## config.mk

```make
export PLATFORM = sky130hd
export DESIGN_NAME = audio_in
export DESIGN_NICKNAME = d
export VERILOG_FILES = /design/src/rtl/audio_in.sv
export SDC_FILE = /design/constraint.sdc
export NUM_CORES = 1
export LEC_CHECK = 0
export ABC_CLOCK_PERIOD_IN_PS = 3140
export BUFFER_PORTS_ARGS = -buffer_cell sky130_fd_sc_hd__buf_2
export CELL_PAD_IN_SITES_DETAIL_PLACEMENT = 1
export CELL_PAD_IN_SITES_GLOBAL_PLACEMENT = 2
export CORE_MARGIN = 5
export CORE_UTILIZATION = 36
export CTS_CLUSTER_SIZE = 14
export DETAILED_ROUTE_END_ITERATION = 12
export PLACE_DENSITY = 0.86
export SYNTH_ARGS = -nofsm -noshare
export SYNTH_HDL_FRONTEND = slang
export SYNTH_SLANG_ARGS = --single-unit
```

## constraint.sdc

```tcl
create_clock -name clk -period 3.14 [get_ports clk]
set_input_delay 0.314 -clock clk [delete_from_list [all_inputs] [get_ports clk]]
set_output_delay 0.314 -clock clk [all_outputs]
set_load 0.02 [all_outputs]
```

## src/rtl/audio_in.sv

```systemverilog
// audio_in: I2S receiver turning an external bitstream into locked, length-checked
// signed 16-bit stereo samples in the clk domain.
module audio_in #(
  parameter int CLK_RATE       = 24576000,
  parameter int TIMEOUT_CYCLES = CLK_RATE / 12000,
  parameter int MIN_SLOT       = 16,
  parameter int MAX_SLOT       = 32
) (
  input  logic        clk,
  input  logic        reset,
  input  logic        i2s_bclk,
  input  logic        i2s_lrclk,
  input  logic        i2s_din,
  input  logic        mute,
  output logic [15:0] out_l,
  output logic [15:0] out_r,
  output logic        sample_valid,
  output logic        locked,
  output logic        slot_err
);
  localparam logic [1:0] SEARCH = 2'd0, LEFT = 2'd1, RIGHT = 2'd2;
  localparam int IW = $clog2(TIMEOUT_CYCLES + 1);
  localparam logic [IW-1:0] TMAX = IW'(TIMEOUT_CYCLES);
  logic [1:0] bclk_s, lr_s, din_s, state, cnt, cnt_nx;
  logic bclk_d, lr_prev, rise, lr, din, closing, legal;
  logic [5:0] n, n_cl, nl, len_prev;
  logic [15:0] sh, sh_cl, word_l;
  logic [IW-1:0] idle;
  assign lr = lr_s[1];
  assign din = din_s[1];
  assign rise = bclk_s[1] & ~bclk_d;
  assign closing = lr != lr_prev;
  // n_cl/sh_cl describe the slot including the bit sampled this rise
  always_comb begin
    n_cl = n == 6'd63 ? n : n + 6'd1;
    sh_cl = sh;
    if (n < 6'd16) sh_cl[4'd15 - n[3:0]] = din;
    legal = int'(n_cl) >= MIN_SLOT && int'(n_cl) <= MAX_SLOT;
    cnt_nx = (nl == n_cl && nl == len_prev) ? (cnt == 2'd2 ? cnt : cnt + 2'd1) : 2'd1;
  end
  always_ff @(posedge clk or posedge reset)
    if (reset) begin
      {bclk_s, lr_s, din_s, bclk_d, lr_prev} <= '0;
      state <= SEARCH;
      n <= '0;
      sh <= '0;
      word_l <= '0;
      nl <= '0;
      len_prev <= '0;
      cnt <= '0;
      idle <= '0;
      out_l <= '0;
      out_r <= '0;
      sample_valid <= 1'b0;
      locked <= 1'b0;
      slot_err <= 1'b0;
    end else begin
      bclk_s <= {bclk_s[0], i2s_bclk};
      lr_s <= {lr_s[0], i2s_lrclk};
      din_s <= {din_s[0], i2s_din};
      bclk_d <= bclk_s[1];
      sample_valid <= 1'b0;
      slot_err <= 1'b0;
      if (rise) begin
        idle <= '0;
        lr_prev <= lr;
        n <= (closing || state == SEARCH) ? '0 : n_cl;
        sh <= (closing || state == SEARCH) ? '0 : sh_cl;
        if (state == SEARCH) begin
          if (lr_prev && !lr) state <= LEFT;
        end else if (closing && !legal) begin
          slot_err <= 1'b1;
          locked <= 1'b0;
          cnt <= '0;
          state <= SEARCH;
        end else if (closing && state == LEFT) begin
          word_l <= sh_cl;
          nl <= n_cl;
          state <= RIGHT;
        end else if (closing && state == RIGHT) begin
          cnt <= cnt_nx;
          locked <= cnt_nx == 2'd2;
          len_prev <= n_cl;
          state <= LEFT;
          if (cnt_nx == 2'd2) begin
            out_l <= mute ? '0 : word_l;
            out_r <= mute ? '0 : sh_cl;
            sample_valid <= 1'b1;
          end
        end
      end else if (idle != TMAX) begin
        idle <= idle + 1'b1;
        // stalled bit clock: drop lock once, then hold until bclk resumes
        if (idle == TMAX - 1'b1) begin
          locked <= 1'b0;
          out_l <= '0;
          out_r <= '0;
          cnt <= '0;
          state <= SEARCH;
          n <= '0;
          sh <= '0;
        end
      end
    end
endmodule

```

After elaboration in Yosys (flattened, before gate mapping)
Index checks and enable logic that the tools add are counted.
{"block": "op_classes", "n_lt_le_gt_ge": 5, "n_reduce_logical": 19, "eq_ne": 19, "shift": 0, "mux": 60, "addsub": 4, "bitwise_logic": 5, "mul": 0, "n_div": 0}
{"op": "two-way mux 16 bit", "n": 19}
{"op": "two-way mux 2 bit", "n": 15}
{"op": "two-way mux 6 bit", "n": 5}
{"op": "two-way mux 12 bit", "n": 2}
{"op": "two-way mux 1 bit", "n": 17}
{"op": "bitwise mux 16 bit", "n": 1}
{"op": "adder 12 x 1 -> 12 bit, second input constant", "n": 1}
{"op": "equality test 12 x 11 -> 1 bit, second input constant", "n": 1}
{"op": "equality test 6 bit", "n": 2}
{"op": "!= test 12 bit, second input constant", "n": 1}
{"op": "AND reduction 5 bit", "n": 2}
{"op": "AND reduction 4 bit", "n": 2}
{"op": "logical AND 1 bit", "n": 7}
{"op": "AND reduction 7 bit", "n": 1}
{"op": "adder 6 x 1 -> 6 bit, second input constant", "n": 1}
{"op": "equality test 2 bit, second input constant", "n": 3}
{"op": "equality test 6 bit, second input constant", "n": 1}
{"op": ">= comparator 6 x 5 -> 1 bit, second input constant", "n": 1}
{"op": "less-or-equal comparator 6 bit, second input constant", "n": 1}
{"op": "< comparator 6 x 5 -> 1 bit, second input constant", "n": 1}
{"op": "!= test 2 bit, second input constant", "n": 3}
{"op": "< comparator 4 x 5 -> 1 bit, second input constant", "n": 1}
{"op": "!= test 5 x 1 -> 1 bit, second input constant", "n": 1}
{"op": "demux 1 bit (select 4 bit)", "n": 1}
{"op": "other kinds (16)", "n": 22}
{"block": "totals", "latch_bits": 0, "elab_cells": 130, "mem_bits_rw": 0, "n_memories": 0, "rom_bits": 0, "register_bits": 109}

Depth between registers and ports, before layout
Gate-level depths: netlist of run 1.
{"block": "logic_depth", "depth_word": 14, "ltp_mapped": 12, "ltp_nobuf": 9}

Least setup slack after synthesis of run 1
No wires, ideal clock.
{"block": "synth_path", "path_type": "register -> register", "from": "reg n[0]", "to": "reg out_r[1]", "stages_incl_launch_ff": 12, "slack_ns": 0.328, "t_arrival_ns": 2.737, "path_cell_list": "dfrtp_1 > inv_1 > ha_1 > nand2b_1 > a2111oi_4 > a211oi_2 > nor3_4 > nand3_4 > or4_1 > buf_2 > buf_6 > o2bb2ai_2"}
{"block": "synth_between", "elab_chain_len": 14, "word_cells_on_any_way": 31}
{"item": "from (decl)", "line_no": "26", "source": "logic [5:0] n, n_cl, nl, len_prev;"}
{"item": "from (signal assigned)", "line_no": "67", "source": "n <= (closing || state == SEARCH) ? '0 : n_cl;"}
{"item": "subtractor 4 bit", "line_no": "37", "source": "if (n < 6'd16) sh_cl[4'd15 - n[3:0]] = din;"}
{"item": "< comparator 4 x 5 -> 1 bit (implied by the code) or >= comparator 4 x 1 -> 1 bit (tied branches)", "line_no": "37"}
{"item": "logical AND 1 bit (implied by the code)", "line_no": "37"}
{"item": "two-way mux 1 bit (implied by the code)", "line_no": "37"}
{"item": "demux 1 bit (select 4 bit)", "line_no": "37"}
{"item": "bitwise mux 16 bit", "line_no": "37"}
{"item": "two-way mux 16 bit", "line_no": "37"}
{"item": "two-way mux 16 bit", "line_no": "87", "source": "out_r <= mute ? '0 : sh_cl;"}
{"item": "two-way mux 16 bit", "line_no": "85", "source": "if (cnt_nx == 2'd2) begin"}
{"item": "two-way mux 16 bit", "line_no": "80", "source": "end else if (closing && state == RIGHT) begin"}
{"item": "two-way mux 16 bit", "line_no": "76", "source": "end else if (closing && state == LEFT) begin"}
{"item": "two-way mux 16 bit", "line_no": "71", "source": "end else if (closing && !legal) begin"}
{"item": "two-way mux 16 bit", "line_no": "69", "source": "if (state == SEARCH) begin"}
{"item": "two-way mux 16 bit", "line_no": "64", "source": "if (rise) begin"}
{"item": "to (signal assigned)", "line_no": "87"}
{"item": "to (decl)", "line_no": "16", "source": "output logic [15:0] out_r,"}
Several ways; a longest one is shown, not always the timed one. The select of a mux whose other input is x is not followed.
A chain may end at the register's enable or synchronous reset.

Worst setup path after layout of run 1
{"block": "layout_path", "from": "reg n[1]", "to": "reg out_l[10]"}
{"block": "layout_between", "elab_chain_len": 8, "word_cells_on_any_way": 15}
{"item": "adder 6 x 1 -> 6 bit or equality test 6 bit (tied branches)", "line_no": "35", "source": "n_cl = n == 6'd63 ? n : n + 6'd1;"}
{"item": "two-way mux 6 bit (*)", "line_no": "35"}
{"item": ">= comparator 6 x 5 -> 1 bit (tied with other cells)", "line_no": "38", "source": "legal = int'(n_cl) >= MIN_SLOT && int'(n_cl) <= MAX_SLOT;"}
{"item": "logical AND 1 bit (on tied branches)", "line_no": "38, 39"}
{"item": "logical NOT 1 bit or two-way mux 2 bit (tied branches)", "line_no": "71, 39"}
{"item": "logical AND 1 bit or equality test 2 bit (tied branches)", "line_no": "71, 85"}
{"item": "!= test 2 bit (no source line) or != test 2 x 1 -> 1 bit (tied branches)"}
{"item": "AND reduction 7 bit (no source line) (*)"}
{"item": "to (signal assigned)", "line_no": "86", "source": "out_l <= mute ? '0 : word_l;"}
{"item": "to (decl)", "line_no": "15", "source": "output logic [15:0] out_l,"}
Every way passes the cells marked *; elsewhere a longest branch is shown, timed or not.

==> reports/results.txt, run 1 <==
Final #Nets - 518
Max_cap viols - 0
Port Buf Inserts - 40
Met2 Use GR - 25.3%
Pwr Density - 477 nW/um2
Clk Latency, worst-skew pair - 360 ps
Flops & latches, synth - 109
First-pass GRT wire length - 20700 um
First drt pass iteration count - 4
Post-Syn Nets - 478
Via density - 5.30
DRC - 0
Post-Syn Area per Cell - 10.9 um2
Hold Path Class - in2reg
Busiest layer in global routing - met2
Switch share - 24.9%
Setup ws final - 189 ps
Post-Syn Area - 5050 um2
1st-iter DRT viols - 174
VDD IR-drop max - 0.396 mV
Rows - 43
Clock skew - 14.6 ps
Combinational power share - 7.9%
Area of the core - 13800 um2
Worst slew margin - 59.7%
Gr usage total - 15.7%
Setup TNS - 0 ps
Final period utilization - 94.0%
Critical Path RT - 3370 ps
Fraction of layout cells with a size suffix above 1 - 19.7%
DR vias - 3648
Ys async rst share - 100%
Crit Path Max Fanout - 32
RSZ-0062 raised after global routing - false
Reg clk slew, reported paths - 80 ps
CP Data Arrival Time - 3190 ps
Clk sinks - 109
GR Util met3 - 3.65%
Leak - 0.00270 uW
Total net switching power - 689 uW
Maximum clock frequency - 339 MHz
N_diodes - 0
Vias in the first global route - 3868
Sequential Power Share - 53.3%
Die Y - 128 um
Ranking of synthesized cells by area - dfrtp_1 54%, o21ai_0 4.9%, nand2_1 4.8%
Post-synth EDFFs - 0
Die width - 128 um
DRT Wirelength - 12000 um
Synth area leader - dfrtp_1
Initial antenna violation count - 0
Initial core utilization - 36.5%
Ys flop type - dfrtp_1
Top post-synthesis cells by count - 109 x dfrtp_1, 65 x nand2_1, 49 x o21ai_0, 23 x nor2_1, 19 x a22o_1
Die ar. - 16500 um2
Buffer depth of the longest clock path - 2
Pint - 2080 uW
Worst slew pin tran - 599 ps
CP endpoint kind - register
Final hold violations - 0
Postcts setup bufs - 0
Most instantiated library cell after synthesis - dfrtp_1
GR Overflow Total - 0
Pre-CTS WS - 89.5 ps
Outcome - finished clean
Post-DRT Antenna Nets - 0
Fin crit period - 2950 ps
Clock power frac - 38.8%
YS warnings - 0
Max-slew violation count - 0
Crit Path Class - reg2reg
Worst setup SP type - register
CTS Buf Count - 9
H-tree depth - 3
Met1 usage - 21.3%
Area Growth Syn to Fin - 14.8%
Sequential fraction of the synthesis area - 54.0%
CTS tree - yes
Post-synthesis instance total - 464
Routability cong. - 0.800
Library cells used by synthesis - 53
Drt wl/cell - 17.5 um
IO Pins - 41
HPWL Detailed - 8450 um
Post-synth top area share - 54.0%
CTS root buffer - clkbuf_16
Setup-failing EPs final - 0
Largest net degree at the start of global routing - 110
[layer usage]
layer  share of wire (%)  vias up
li1                    -     1732
met1                  47     1843
met2                  48       54
met3                 4.0       19
met4                 1.7        0
met5                   0        -
[logic make-up (layout without fill, tap and decap cells)]
kind of cell,count (synthesis),count (layout),share of synthesized area (%)
simple gates,153,153,15.4
compound gates,117,117,17.4
flops,109,109,54.0
buf+inv,39,83,3.59
mux,23,23,4.71
xor+xnor,15,15,2.87
fa+ha+maj,8,8,1.98
[per-stage QoR]
step                hold slack, ps  utilization, %  cell area [um2]  instances  total power, uW
floorplan                      331               -             5050        464             1650
global placement               332            39.9             5520        673             1710
detailed placement             336            39.9             5520        673             1720
CTS                           55.8            41.9             5790        688             2810
global route                  55.3            41.9             5800        688             2910
finish                        68.8            41.9             5800        688             2770
[flip-flops by register name, indices dropped and copies added, names as in the netlist]
register / flops
n: 6
din_s: 2
out_l: 16
sample_valid: 1
out_r: 16
sh: 16
bclk_d: 1
word_l: 16
cnt: 2
locked: 1
idle: 12
lr_s: 2
bclk_s: 2
len_prev: 6
slot_err: 1
lr_prev: 1
state: 2
nl: 6
[layout by cell type, fill, tap and decap left out, types with 10 or more instances in the layout]
cell / Yosys / layout
o2bb2ai_2: 10 / 10
dfrtp_1: 109 / 108
a22o_1: 19 / 19
nand2_1: 65 / 65
inv_1: 11 / 10
nand3_1: 15 / 15
mux2i_1: 17 / 17
nor2_1: 23 / 23
buf_2: 10 / 40
o21ai_0: 49 / 49
buf_4: 0 / 14
[area by class of cell]
type	count	area [um2]
clock buffers	10	239
repair buffers	57	365
multi-input cells	316	2160
well taps	180	225
fillers	1507	8030
flip-flops and latches	109	2730
inverters	11	45.0
clock inverters	5	36.3
[power by group through the flow]
stage	Sequential [uW]	Clock [uW]	Combinational, uW
after global placement	1500	0	213
after floorplan	1490	0	162
after CTS	1470	1110	224
after detailed placement	1500	0	222
after global routing	1480	1180	250
final	1470	1070	218
[critical path: stages, from the launching register on]
cell and delay [ps]:
dfrtp_1 440, inv_1 110, ha_1 310, nand2b_1 210, a2111oi_4 350, a211oi_2 160
or4b_1 530, nor3_2 170, o21bai_2 100, buf_12 180, a22o_1 250
[worst paths after layout]
kind                       slack, ps           startpoint  cells past startpoint                       to
setup / recovery                 190     n[1]$_DFFE_PP0P_                     10    out_l[10]$_DFFE_PP0P_
hold / removal                    70            i2s_lrclk                      1        lr_s[0]$_DFF_PP0_
setup reg to reg                 190     n[1]$_DFFE_PP0P_                     10    out_l[10]$_DFFE_PP0P_
hold reg to reg                  350  bclk_s[0]$_DFF_PP0_                      0      bclk_s[1]$_DFF_PP0_
max in group asynchronous       2570                reset                      3  len_prev[2]$_DFFE_PP0P_
min in group asynchronous        110                reset                      3       din_s[0]$_DFF_PP0_
[repair_timing]
item | 4_1_cts | 5_1_grt
hold buffers | 0 | 0
gates resized for setup | 0 | 2
setup endpoints to repair | 0 | 18
endpoints found under the hold margin | 0 | 0
Power figures use the tool's default switching activity.
==> run 2, diff against run 1 <==
- MAX_ROUTING_LAYER: default -> met4
==> reports/results.txt, run 2 (synthesis gave the netlist of run 1 again) <==
Outcome - finished clean
HPWL Detailed - 8450 um
# fillers - 1507
Fin crit period - 2960 ps
Fraction of layout cells with a size suffix above 1 - 19.7%
Max_cap viols - 0
Vias in the first global route - 3870
Critical Path RT - 3370 ps
Buffer depth of the longest clock path - 2
N_diodes - 0
Reg area - 2730 um2
Setup TNS - 0 ps
Clock power frac - 38.8%
Total power - 2770 uW
Final #Nets - 518
H-tree depth - 3
Slowest CP cell - or4b_1
Die ar. - 16500 um2
Area of the core - 13800 um2
Drt wl/cell - 17.4 um
Worst slew pin tran - 610 ps
IO Pins - 41
Switch share - 24.9%
GR Overflow Total - 0
# hold bufs at CTS - 0
CP delay by family, top - simple AND/OR/NAND/NOR gates
DRC - 0
Max-slew violation count - 0
Clk sinks - 109
DRT Wirelength - 12000 um
Die Y - 128 um
Routability cong. - 0.812
VDD IR-drop max - 0.396 mV
R2r startpoint - n[1]$_DFFE_PP0P_
CTS resizes - 0
CTS tree - yes
Clk Latency, worst-skew pair - 360 ps
First-pass GRT wire length - 20700 um
Crit path cell chain - inv_1 > ha_1 > nand2b_1 > a2111oi_4 > a211oi_2 > or4b_1 > nor3_2 > o21bai_2 > buf_12 > a22o_1
Largest net degree at the start of global routing - 110
CTS Buf Count - 9
Gr usage total - 16.2%
Multi-input gate area - 2160 um2
Reg clk slew, reported paths - 80 ps
Commonest non-fill, non-tap cell in the layout - dfrtp_1
Most frequent cells in the layout - 108 x dfrtp_1, 65 x nand2_1, 49 x o21ai_0, 40 x buf_2, 23 x nor2_1
CP Data Arrival Time - 3190 ps
Final period utilization - 94.2%
Pwr Density - 477 nW/um2
Rows - 43
Initial core utilization - 36.5%
Hold Path Class - in2reg
CTS root buffer - clkbuf_16
Maximum clock frequency - 338 MHz
RSZ-0062 raised after global routing - false
Worst slew margin - 59.3%
Slowest stage delay, CP - 530 ps
Initial antenna violation count - 0
Crit Path Max Fanout - 32
Hold_sp - i2s_lrclk
Leak - 0.00270 uW
Sequential Power Share - 53.3%
Final hold violations - 0
Area Growth Syn to Fin - 14.8%
Critical Path Source - n[1]$_DFFE_PP0P_
Setup-failing EPs final - 0
Crit Path Class - reg2reg
DR vias - 3639
CP endpoint kind - register
Clock skew - 14.4 ps
Via density - 5.29
Total net switching power - 689 uW
Pint - 2080 uW
Port Buf Inserts - 40
Combinational power share - 7.9%
Hold Worst Slack - 69.8 ps
Worst setup SP type - register
1st-iter DRT viols - 194
CP Buf/Inv Count - 2
Post-DRT Antenna Nets - 0
Die width - 128 um
First drt pass iteration count - 4
Postcts setup bufs - 0
[run 2: stage by stage]
| stage | util [%] | instances | instance area, um2 | worst slack, ps |
|---|---|---|---|---|
| after floorplan | - | 464 | 5050 | 328 |
| after global placement | 39.9 | 673 | 5520 | 263 |
| after detailed placement | 39.9 | 673 | 5520 | 89.5 |
| after CTS | 41.9 | 688 | 5790 | 74.6 |
| after global routing | 41.9 | 688 | 5800 | 27.4 |
| final | 41.9 | 688 | 5800 | 183 |
[run 2: final timing paths]
check / to / slack [ps] / cells after the start
worst max-delay path: out_l[10]$_DFFE_PP0P_ / 180 / 10
worst min-delay path: lr_s[0]$_DFF_PP0_ / 70 / 1
worst max register to register: out_l[10]$_DFFE_PP0P_ / 180 / 10
worst min register to register: bclk_s[1]$_DFF_PP0_ / 350 / 0
max in group asynchronous: n[0]$_DFFE_PP0P_ / 2540 / 3
min in group asynchronous: din_s[0]$_DFF_PP0_ / 100 / 3
[run 2: power by group through the flow]
stage	registers, uW	logic, uW	clock network, uW
2_1_floorplan	1490	162	0
5_1_grt	1480	250	1180
3_5_place_dp	1500	222	0
6_report	1470	219	1070
3_3_place_gp	1500	213	0
4_1_cts	1470	224	1110
[run 2: worst reg2reg max path, delay by kind of cell (launching register included)]
family,cells,cell delay (ps)
AND/OR/NAND/NOR,3,910
flip-flops,1,440
AO/OA/AOI/OAI,4,880
adder cells (fa/ha/maj),1,310
buffers and inverters,2,300
[run 2: layer usage]
metal	vias up	wire, um	track usage (%)
li1	1734	-	-
met1	1838	5710	21.6
met2	47	5700	25.2
met3	20	397	3.53
met4	0	196	4.31
met5	-	0	-
[run 2: area by class of cell]
cell class,count,share of cell area (%)
inverters,11,0.777
flip-flops and latches,109,47.1
multi-input cells,316,37.2
clock buffers,10,4.12
clock inverters,5,0.626
repair buffers,57,6.30
well taps,180,3.89
==> run 3, diff against run 2 <==
- REMOVE_ABC_BUFFERS: default -> 1
==> reports/results.txt, run 3 (synthesis gave the netlist of run 1 again) <==
Max_cap viols - 0
Buffer depth of the longest clock path - 2
Critical Path RT - 3410 ps
Outcome - finished clean
IO Pins - 41
Hold Worst Slack - 9.81 ps
DRC - 0
Postcts setup bufs - 0
CTS tree - yes
Dpl cells - 673
Via density - 5.20
Crit Path Class - reg2reg
Initial core utilization - 36.5%
Die Y - 128 um
Initial antenna violation count - 0
Setup-failing EPs final - 0
Reg2reg path depth - 10
Reg clk slew, reported paths - 70 ps
Clk Latency, worst-skew pair - 360 ps
Fin cells - 688
First-pass GRT wire length - 19500 um
Total power - 2760 uW
Most frequent cells in the layout - 108 x dfrtp_1, 65 x nand2_1, 49 x o21ai_0, 40 x buf_2, 23 x nor2_1
DRT Wirelength - 11500 um
Routability cong. - 0.817
Post-DRT Antenna Nets - 0
Die ar. - 16500 um2
Maximum clock frequency - 335 MHz
Fraction of layout cells with a size suffix above 1 - 20.1%
Crit Path Max Fanout - 16
Vias in the first global route - 3771
CP endpoint kind - register
Final #Nets - 518
Worst slew pin tran - 680 ps
Final hold violations - 0
Hold Path Class - in2async
Leak - 0.00270 uW
Drt wl/cell - 16.7 um
Area of the core - 13800 um2
Clk sinks - 109
Final period utilization - 95.2%
HPWL Detailed - 8040 um
Commonest non-fill, non-tap cell in the layout - dfrtp_1
Area Growth Syn to Fin - 14.7%
GR Overflow Total - 0
Pre-CTS WS - 55.6 ps
Die width - 128 um
1st-iter DRT viols - 128
H-tree depth - 3
CP Data Arrival Time - 3260 ps
CTS Buf Count - 9
Worst setup SP type - register
Pwr Density - 477 nW/um2
VDD IR-drop max - 0.506 mV
Port Buf Inserts - 40
Worst slew margin - 54.6%
N_diodes - 0
RSZ-0062 raised after global routing - false
CTS root buffer - clkbuf_16
Setup ws final - 151 ps
DR vias - 3575
Max-slew violation count - 0
Clock skew - 10.2 ps
Gr usage total - 15.3%
Largest net degree at the start of global routing - 68
Rows - 43
First drt pass iteration count - 4
Fin crit period - 2990 ps
[run 3: metal layers]
| layer | GRT usage [%] | part of all wire, % |
|---|---|---|
| met1 | 20.4 | 48 |
| met2 | 23.4 | 47 |
| met3 | 4.28 | 3.4 |
| met4 | 3.56 | 1.2 |
| met5 | - | 0 |
[run 3: per-stage QoR]
stage | util, % | cell area, um2 | TNS [ps]
2_1_floorplan | - | 4910 | -17990
3_3_place_gp | 39.8 | 5500 | 0
3_5_place_dp | 39.8 | 5500 | 0
4_1_cts | 41.8 | 5780 | 0
5_1_grt | 41.9 | 5790 | 0
6_report | 41.9 | 5790 | 0
[run 3: area by class of cell]
class	instances	area, um2
Inverter	11	43.8
Tap cell	180	225
Fill cell	1519	8040
Multi-Input combinational cell	316	2170
Clock buffer	10	239
Clock inverter	5	35.0
Sequential cell	109	2730
Timing Repair Buffer	57	353
[run 3: what timing repair did]
item | CTS | global route
hold buffers | 0 | 0
endpoints found under the setup margin | 0 | 32
gates resized for setup | 0 | 4
[run 3: final timing paths]
check                      slack [ps]                start               endpoint
max                               150     n[1]$_DFFE_PP0P_   out_r[9]$_DFFE_PP0P_
min                                10                reset  word_l[6]$_DFFE_PP0P_
max reg2reg                       150     n[1]$_DFFE_PP0P_   out_r[9]$_DFFE_PP0P_
min reg2reg                       360  bclk_s[0]$_DFF_PP0_    bclk_s[1]$_DFF_PP0_
max in group asynchronous        2390                reset      nl[0]$_DFFE_PP0P_
min in group clk                   60            i2s_lrclk      lr_s[0]$_DFF_PP0_
[run 3: worst max-delay path, stage by stage (launching register included)]
cell and delay (ps):
dfrtp_1 430, inv_1 120, ha_1 330, nand2b_1 200, a2111oi_4 340, a211oi_2 160
nor3_4 310, nand3_4 110, or4_1 440, buf_4 240, o2bb2ai_1 200
[run 3: power breakdown]
group,switching (uW),total [uW],internal (uW)
combinational,131,214,83.5
clock,512,1070,558
sequential,41.6,1480,1430
